[src/rtl/pic_pkg.sv]
// Shared definitions for the 8259 interrupt sequencer: FSM encodings, OCW2 command
// codes and the circular priority search used by the resolver.
package pic_pkg;

  localparam int NUM_IR = 8;

  typedef logic [2:0] state_t;

  localparam state_t ST_IDLE  = 3'd0;
  localparam state_t ST_PEND  = 3'd1;
  localparam state_t ST_ACK1  = 3'd2;
  localparam state_t ST_WAIT2 = 3'd3;
  localparam state_t ST_ACK2  = 3'd4;

  // OCW2 {R, SL, EOI} field values
  localparam logic [2:0] EOI_NS       = 3'b001;
  localparam logic [2:0] EOI_SP       = 3'b011;
  localparam logic [2:0] ROT_NS       = 3'b101;
  localparam logic [2:0] ROT_SP       = 3'b111;
  localparam logic [2:0] SET_PRI      = 3'b110;
  localparam logic [2:0] ROT_AEOI_SET = 3'b100;
  localparam logic [2:0] ROT_AEOI_CLR = 3'b000;

  // Returns {valid, level}; level lowest+1 is the highest priority, scanning circularly.
  function automatic logic [3:0] highest_set(input logic [NUM_IR-1:0] vec,
                                             input logic [2:0] lowest);
    logic [3:0] res;
    logic [2:0] lvl;
    res = 4'b0;
    for (int i = NUM_IR - 1; i >= 0; i--) begin
      lvl = lowest + 3'(i) + 3'd1;
      if (vec[lvl]) res = {1'b1, lvl};
    end
    return res;
  endfunction

endpackage

[src/rtl/interrupt_sequencer_priority_resolver.sv]
// Combinational circular find-first over the eight request levels.
module priority_resolver
  import pic_pkg::*;
(
  input  logic [NUM_IR-1:0] vec,
  input  logic [2:0]        lowest,
  output logic              valid,
  output logic [2:0]        level
);

  logic [3:0] hit;

  assign hit   = highest_set(vec, lowest);
  assign valid = hit[3];
  assign level = hit[2:0];

endmodule

[src/rtl/interrupt_sequencer.sv]
// 8259 interrupt sequencer: IRR capture, nested/rotating priority, INTA handshake,
// ISR maintenance and OCW2 EOI/rotation commands.
module interrupt_sequencer
  import pic_pkg::*;
(
  input  logic              clk,
  input  logic              reset,
  input  logic [NUM_IR-1:0] IR,
  input  logic              LEVEL,
  input  logic [NUM_IR-1:0] interrupt_mask,
  input  logic              AEOI,
  input  logic              INTA_,
  input  logic [7:0]        OCW2,
  input  logic              OCW2_WR,
  output logic              INT,
  output logic [2:0]        IR_NUM,
  output logic              VEC_EN,
  output logic [1:0]        INTA_COUNT,
  output logic [NUM_IR-1:0] IRR,
  output logic [NUM_IR-1:0] ISR,
  output state_t            state_dbg
);

  state_t            state, next_state;
  logic [NUM_IR-1:0] ir_d;
  logic              inta_d;
  logic [2:0]        lowest;
  logic              rotate_aeoi;

  logic              cand_valid, isr_valid;
  logic [2:0]        cand_lvl, isr_lvl, cand_rank, isr_rank;
  logic              req, inta_fall, inta_rise;
  logic              enter_ack1, ack_real, exit_ack2;
  logic [NUM_IR-1:0] ack_set, eoi_clr, aeoi_clr, irr_base;
  logic [2:0]        cmd;

  priority_resolver u_irr_res (
    .vec(IRR & ~interrupt_mask), .lowest(lowest), .valid(cand_valid), .level(cand_lvl)
  );
  priority_resolver u_isr_res (
    .vec(ISR), .lowest(lowest), .valid(isr_valid), .level(isr_lvl)
  );

  // Rank 0 is the highest priority level (lowest + 1).
  assign cand_rank = cand_lvl - lowest - 3'd1;
  assign isr_rank  = isr_lvl - lowest - 3'd1;
  assign req       = cand_valid && (!isr_valid || (cand_rank < isr_rank));
  assign inta_fall = inta_d && !INTA_;
  assign inta_rise = !inta_d && INTA_;
  assign cmd       = OCW2[7:5];

  always_comb begin
    next_state = state;
    case (state)
      ST_IDLE:  if (inta_fall) next_state = ST_ACK1;
                else if (req)  next_state = ST_PEND;
      ST_PEND:  if (inta_fall) next_state = ST_ACK1;
                else if (!req) next_state = ST_IDLE;
      ST_ACK1:  if (inta_rise) next_state = ST_WAIT2;
      ST_WAIT2: if (inta_fall) next_state = ST_ACK2;
      ST_ACK2:  if (inta_rise) next_state = ST_IDLE;
      default:  next_state = ST_IDLE;
    endcase
  end

  // A falling edge taken from IDLE, or with no candidate left, is spurious.
  assign enter_ack1 = inta_fall && (state == ST_IDLE || state == ST_PEND);
  assign ack_real   = inta_fall && (state == ST_PEND) && cand_valid;
  assign exit_ack2  = inta_rise && (state == ST_ACK2);
  assign ack_set    = ack_real ? (NUM_IR'(1) << cand_lvl) : '0;
  assign aeoi_clr   = (exit_ack2 && AEOI) ? (NUM_IR'(1) << IR_NUM) : '0;
  assign irr_base   = LEVEL ? IR : (IRR | (IR & ~ir_d));

  always_comb begin
    eoi_clr = '0;
    if (OCW2_WR) begin
      case (cmd)
        EOI_NS, ROT_NS: if (isr_valid) eoi_clr = NUM_IR'(1) << isr_lvl;
        EOI_SP, ROT_SP: eoi_clr = NUM_IR'(1) << OCW2[2:0];
        default:        eoi_clr = '0;
      endcase
    end
  end

  always_ff @(posedge clk) begin
    if (reset) begin
      state       <= ST_IDLE;
      ir_d        <= '0;
      inta_d      <= 1'b1;
      lowest      <= 3'd7;
      rotate_aeoi <= 1'b0;
      IRR         <= '0;
      ISR         <= '0;
      IR_NUM      <= 3'd0;
      INTA_COUNT  <= 2'd0;
    end else begin
      state  <= next_state;
      ir_d   <= IR;
      inta_d <= INTA_;
      IRR    <= irr_base & ~ack_set;
      // A set from the acknowledge wins over a clear on the same bit.
      ISR    <= (ISR & ~(eoi_clr | aeoi_clr)) | ack_set;

      if (enter_ack1) begin
        IR_NUM     <= ack_real ? cand_lvl : 3'd7;
        INTA_COUNT <= 2'd1;
      end else if (state == ST_WAIT2 && inta_fall) begin
        INTA_COUNT <= 2'd2;
      end else if (exit_ack2) begin
        INTA_COUNT <= 2'd0;
      end

      if (exit_ack2 && AEOI && rotate_aeoi) lowest <= IR_NUM;

      if (OCW2_WR) begin
        case (cmd)
          ROT_NS:         if (isr_valid) lowest <= isr_lvl;
          ROT_SP, SET_PRI: lowest <= OCW2[2:0];
          ROT_AEOI_SET:   rotate_aeoi <= 1'b1;
          ROT_AEOI_CLR:   rotate_aeoi <= 1'b0;
          default:        ;
        endcase
      end
    end
  end

  assign INT       = (state == ST_PEND);
  assign VEC_EN    = (state == ST_ACK2);
  assign state_dbg = state;

endmodule

[config.mk]
export PLATFORM = sky130hd
export DESIGN_NAME = interrupt_sequencer
export DESIGN_NICKNAME = d
export VERILOG_FILES = /design/src/rtl/pic_pkg.sv /design/src/rtl/interrupt_sequencer_priority_resolver.sv /design/src/rtl/interrupt_sequencer.sv
export SDC_FILE = /design/constraint.sdc
export NUM_CORES = 1
export LEC_CHECK = 0
export CORE_MARGIN = 1.5
export CORE_UTILIZATION = 38
export CTS_BUF_LIST = sky130_fd_sc_hd__clkbuf_8
export DETAILED_ROUTE_END_ITERATION = 8
export PLACE_DENSITY = 0.64
export SYNTH_ARGS = -nofsm -noshare
export SYNTH_HDL_FRONTEND = slang
export SYNTH_SLANG_ARGS = --single-unit
[constraint.sdc]
create_clock -name clk -period 5.1 [get_ports clk]
set_input_delay 1.02 -clock clk [delete_from_list [all_inputs] [get_ports clk]]
set_output_delay 1.02 -clock clk [all_outputs]
set_load 0.005 [all_outputs]
; Yosys cells after proc, flatten, opt, wreduce, memory -nomap -nowiden
; Cells that the tools add are included.
[totals]
register_bits = 37
[op_classes]
n_addsub = 18
magnitude_cmp = 9
n_eq_ne = 15
shifts = 4
n_mux = 71
n_bitwise = 11
reduce_logical = 26
[op_table]
columns = operator, count
row1 = $mux 4, 16
row2 = $bmux 1 s3, 16
row3 = $mux 8, 5
row4 = $mux 3, 11
row5 = $and 8x8->8, 4
row6 = $lt 3x4->1 const B, 8
row7 = $not 8->8, 4
row8 = $shl 1x3->8 const A, 4
row9 = $add 3x1->3 const B, 8
row10 = $or 8x8->8, 3
row11 = $mux 1, 17
row12 = $pmux 8 s2, 1
row13 = $eq 3x3->1 const B, 5
row14 = $pmux 3 s5, 1
row15 = $add 3x3->3 const B, 4
row16 = $logic_and 1x1->1, 10
row17 = $eq 3x2->1 const B, 3
row18 = $reduce_or 2->1, 4
row19 = $add 3x2->3 const B, 2
row20 = $eq 3x1->1 const B, 2
row21 = $logic_not 3->1, 2
row22 = $pmux 3 s2, 1
row23 = $sub 3x1->3 const B, 2
row24 = $sub 3x3->3, 2
row25 = other kinds (13), 19

; Longest topological paths before layout
[depth]
ltp_word = 20
ltp_mapped = 23
depth_no_buf = 18

; Cells and area by module
; Synthesis repeated with hierarchy kept, for this count alone.
[unflattened]
hier_cells = 456
area_unflattened_um2 = 3863.7
[by_module_without_submodules]
columns = mod, instances, cells_per_inst, area_per_inst_um2, seq_area_each_um2
row1 = interrupt_sequencer, 1, 256, 2147.1, 740.7
row2 = priority_resolver, 2, 100, 858.3, 0.0

; Worst setup path after synthesis
; No wires, ideal clock.
[synth_path]
path_kind = register to register
startpoint = register lowest[0]
endpoint = register state[0] (netlist: state_dbg[0])
arrival_time_ns = 4.777
t_required_ns = 4.985
path_slack_ns = 0.208
stages_incl_launch_ff = 22
n_path_buf = 4
synth_period_minus_slack_ns = 4.892
cell_sequence = dfxtp_1 > buf_4 > inv_2 > buf_6 > buf_2 > ha_1 > buf_4 > inv_2 > mux4_2 > mux2i_1 > o211ai_1 > a211o_1 > a21o_1 > ha_1 > fa_1 > xnor2_1 > xnor2_1 > ha_1 > a21o_1 > a21oi_1 > o21ai_0 > a2111oi_0
[synth_via]
elab_chain_len = 19
[synth_lines]
columns = item, line
row1 = "start, declared", interrupt_sequencer.sv:27  ; logic [2:0] lowest;
row2 = "start signal, assigned", interrupt_sequencer.sv:117  ; ROT_NS: if (isr_valid) lowest <= isr_lvl;
row3 = "start signal, assigned", interrupt_sequencer.sv:118  ; ROT_SP, SET_PRI: lowest <= OCW2[2:0];
row4 = $add 3x3->3, pic_pkg.sv:31  ; lvl = lowest + 3'(i) + 3'd1;
row5 = $add 3x1->3, pic_pkg.sv:31
row6 = $bmux 1 s3, pic_pkg.sv:32  ; if (vec[lvl]) res = {1'b1, lvl};
row7 = $mux 1 (not written as such), pic_pkg.sv:32
row8 = $mux 4 (8 in series), pic_pkg.sv:32
row9 = $sub 3x3->3 (on tied branches), "interrupt_sequencer.sv:45, interrupt_sequencer.sv:46"
row10 = $sub 3x1->3 (on tied branches), "interrupt_sequencer.sv:45, interrupt_sequencer.sv:46"
row11 = $lt 3x3->1, interrupt_sequencer.sv:47  ; assign req = cand_valid && (!isr_valid || (cand_rank < isr_rank));
row12 = $logic_or 1x1->1, interrupt_sequencer.sv:47
row13 = $logic_and 1x1->1 (*), interrupt_sequencer.sv:47
row14 = $ne 3x3->1 (no line) / $ne 3x2->1 (equally long branches), -
row15 = $reduce_and 5->1 (no line) (*), -
row16 = "end signal, assigned", interrupt_sequencer.sv:97  ; state <= next_state;
row17 = "end, declared", interrupt_sequencer.sv:24  ; state_t state, next_state;
; Mark *: on every way between the ends. The rest lies on a longest branch, timed or not. The select of a mux whose other input is x is not followed.
; A chain may end at the register's enable or synchronous reset.

; Worst setup path in the final report
[layout_path]
startpoint = input interrupt_mask[3]
endpoint = register state[0] (netlist: state_dbg[0])
[layout_via]
elab_chain_len = 19
[layout_lines]
columns = item, line
row1 = "start, declared", interrupt_sequencer.sv:10  ; input logic [NUM_IR-1:0] interrupt_mask,
row2 = $not 8->8 (*), interrupt_sequencer.sv:38  ; .vec(IRR & ~interrupt_mask), .lowest(lowest), .valid(cand_valid), .level(cand_lvl)
row3 = $and 8x8->8 (*), interrupt_sequencer.sv:38
row4 = $bmux 1 s3, pic_pkg.sv:32
row5 = $mux 1 (not written as such), pic_pkg.sv:32
row6 = $mux 4 (7 in series), pic_pkg.sv:32
row7 = $mux 4 (*), pic_pkg.sv:32
row8 = $sub 3x3->3, interrupt_sequencer.sv:45  ; assign cand_rank = cand_lvl - lowest - 3'd1;
row9 = $sub 3x1->3, interrupt_sequencer.sv:45
row10 = $lt 3x3->1, interrupt_sequencer.sv:47
row11 = $logic_or 1x1->1, interrupt_sequencer.sv:47
row12 = $logic_and 1x1->1 (*), interrupt_sequencer.sv:47
row13 = $ne 3x3->1 (no line) / $ne 3x2->1 (equally long branches), -
row14 = $reduce_and 5->1 (no line) (*), -
; Marks and branches as above.

==> run metrics <==
CP top delay family=compound AO/OA/AOI/OAI gates; ANT nets after route=0; Yosys Warn Count=0; Routed WL=12100 µm; Clk pin slew, worst setup/hold paths=0.08 ns; die area=11000 µm²; DRC Markers=0; Core Util, Final=47.6%; WP buf/inv=2; Arrival @ worst endpoint=5.05 ns; net switching power=0.414 mW; Fin. Hold Viols=0; Port-buffer cells=53; Yosys reg bits=37; Final nets=554; part of the power in registers=31.4%; pin count of the biggest net entering global routing=38; most common cell in the netlist=nand2_1; worst hold path type=reg2reg; hold depth=2; CTS tree=built; DR pass1 iterations=5; crit path max fanout=5; first-pass GRT wire length=19600 µm; slowest stage cell on the critical path=clkdlybuf4s50_1; max-cap viol count=0; initial antenna violation count=0; diode count=0; clk root buf=clkbuf_8; unrepaired setup endpoints after global routing=false; Pwr Total=1.08 mW; io pins=56; Avg Cell Area, Syn=8.72 µm²; fin crit share=95.3%; ys flop type=dfxtp_1; Net Sw Frac=38.4%; FP Rows=37; total track usage=22.0%; Levels on crit path=17; Worst Skew=0.00586 ns; Crit path required time=5.29 ns; chip width=105 µm; Logic pwr share=48.3%; post-synthesis sequential area ratio=18.8%; vias=4032; syn nets=492; clock sink count=37; Cell variety after synth=70; number of global-route vias before repair=3912; synthesized area=3950 µm²; status=finished, final reports clean; actual slew at the worst max-slew pin=0.738 ns; Max-slew headroom=50.3%; Tmin final=4.86 ns; FFs w/ async S/R, synth=0%; Bufs on Longest Clock Path=2; Power Dens Cells=222 nW/µm²; Avg WL per Cell=18.5 µm; Worst setup EP type=register; maximum VDD drop=0.000197 V; Post-synth EDFFs=0; htree depth=2; post-synthesis cell count=453; Inserted Clock Buffers=5; Largest stage delay, worst path=0.50 ns; Detail Placement HPWL=9110 µm; Startpoint Class=primary input; Area Overhead vs Synth=22.9%; internal power=0.663 mW; via-per-instance ratio=6.18; Synth area leaders=dfxtp_1, mux4_2, mux2i_1; R2R depth=17; Synth top area share=18.8%; gpl congestion=0.904; Core Footprint=10200 µm²; post-synth top area cell=dfxtp_1; Setup-failing EPs final=0; max-slew violations=0; height of the die=105 µm; crit path cell chain=clkdlybuf4s50_1 -> nor2b_1 -> buf_4 -> mux4_2 -> mux2i_1 -> o211ai_1 -> a211o_1 -> a21o_1 -> ha_1 -> fa_1 -> xnor2_1 -> xnor2_1 -> ha_1 -> a21o_1 -> a21oi_1 -> o21ai_0 -> a2111oi_1; fmax=206 MHz; LEAKAGE=1.84 nW; hold slack=0.467 ns; most common library cells after synthesis=nand2_1, dfxtp_1, mux4_2, a21oi_1, nor2_1; Skew-Pair Late Insertion Delay=0.30 ns; initial drt markers=213; grt total ovfl=0; Initial Utilization=38.8%; critical path type=in2reg; share of layout cells above drive strength 1=18.6%; Clk network pwr share=20.3%
## timing repair
item	CTS	global route
hold buffers	0	0
setup endpoints to repair	0	1
resized for setup	0	7
setup buffers	0	0
## cell families (layout without fill, tap and decap cells)
kind of cell	after synthesis	after routing	synth area share (%)
flops	37	37	18.8
buf+inv	51	114	5.73
simple gates	156	156	20.8
xor+xnor	9	9	2.53
mux	65	65	26.4
fa+ha+maj	9	9	3.23
compound gates	126	126	22.5
## registers in the layout, summed over array words and instances, names as in the netlist
register,flops
state_dbg,3
inta_d,1
INTA_COUNT,2
IRR,8
IR_NUM,3
rotate_aeoi,1
ir_d,8
ISR,8
lowest,3
## area by class of cell
class                   count  area (µm²)
clock buffers               6        82.6
clock inverters             2        13.8
fillers                   977        5330
inverters                  22        82.6
multi-input cells         365        3000
flip-flops and latches     37         742
well taps                 136         170
repair buffers             84         763
## per-layer routing
| layer | up-vias | GRT usage, % | share of wire (%) |
|---|---|---|---|
| li1 | 1878 | - | - |
| met1 | 1956 | 29.1 | 42 |
| met2 | 166 | 36.3 | 48 |
| met3 | 32 | 2.31 | 6.8 |
| met4 | 0 | 9.78 | 3.1 |
| met5 | - | 0 | 0 |
## worst register-to-register path, delay by kind of cell (launching register included)
| kind | cells | cell delay, ns |
|---|---|---|
| AOI/OAI and AO/OA | 6 | 1.18 |
| muxes | 2 | 0.94 |
| adders and majority gates | 3 | 0.82 |
| buffers and inverters | 2 | 0.51 |
| and+or+nand+nor | 2 | 0.39 |
| DFF | 1 | 0.35 |
| xor gates and xnor gates | 2 | 0.33 |
## layout by cell type, fill, tap and decap left out, drive strengths merged, types with 9 or more instances in the layout
cell type,n
a21oi,28
mux2,10
dfxtp,37
inv,22
clkdlybuf4s50,53
nand2b,16
nand2,42
nor2,26
buf,31
mux2i,25
nor3,12
nor2b,19
o21ai,20
nand3,9
mux4,30
## per-stage QoR
stage / setup TNS [ns] / setup WS, ns / std cells / cell area, µm²
finish: 0 / 0.240 / 652 / 4850
global route: 0 / 0.0209 / 652 / 4850
CTS: 0 / 0.254 / 652 / 4840
detailed placement: -0.0416 / -0.0416 / 644 / 4740
global placement: 0 / 0.0449 / 644 / 4740
floorplan: 0 / 0.208 / 453 / 3950
## path summary, 6_finish.rpt
kind,start,endpoint,slack (ns)
hold reg to reg,rotate_aeoi$_SDFFE_PP0P_,rotate_aeoi$_SDFFE_PP0P_,0.47
setup / recovery,interrupt_mask[3],state_dbg[0]$_SDFFE_PP0P_,0.24
setup reg to reg,lowest[0]$_SDFF_PP1_,state_dbg[0]$_SDFFE_PP0P_,0.48
hold / removal,rotate_aeoi$_SDFFE_PP0P_,rotate_aeoi$_SDFFE_PP0P_,0.47
## power groups by stage
stage / Sequential, mW / Combinational, mW / Clock, mW
detailed placement: 0.345 / 0.511 / 0
CTS: 0.338 / 0.514 / 0.225
global placement: 0.344 / 0.504 / 0
floorplan: 0.329 / 0.342 / 0
global route: 0.342 / 0.567 / 0.236
finish: 0.338 / 0.520 / 0.218
(Power assumes the default switching activity.)
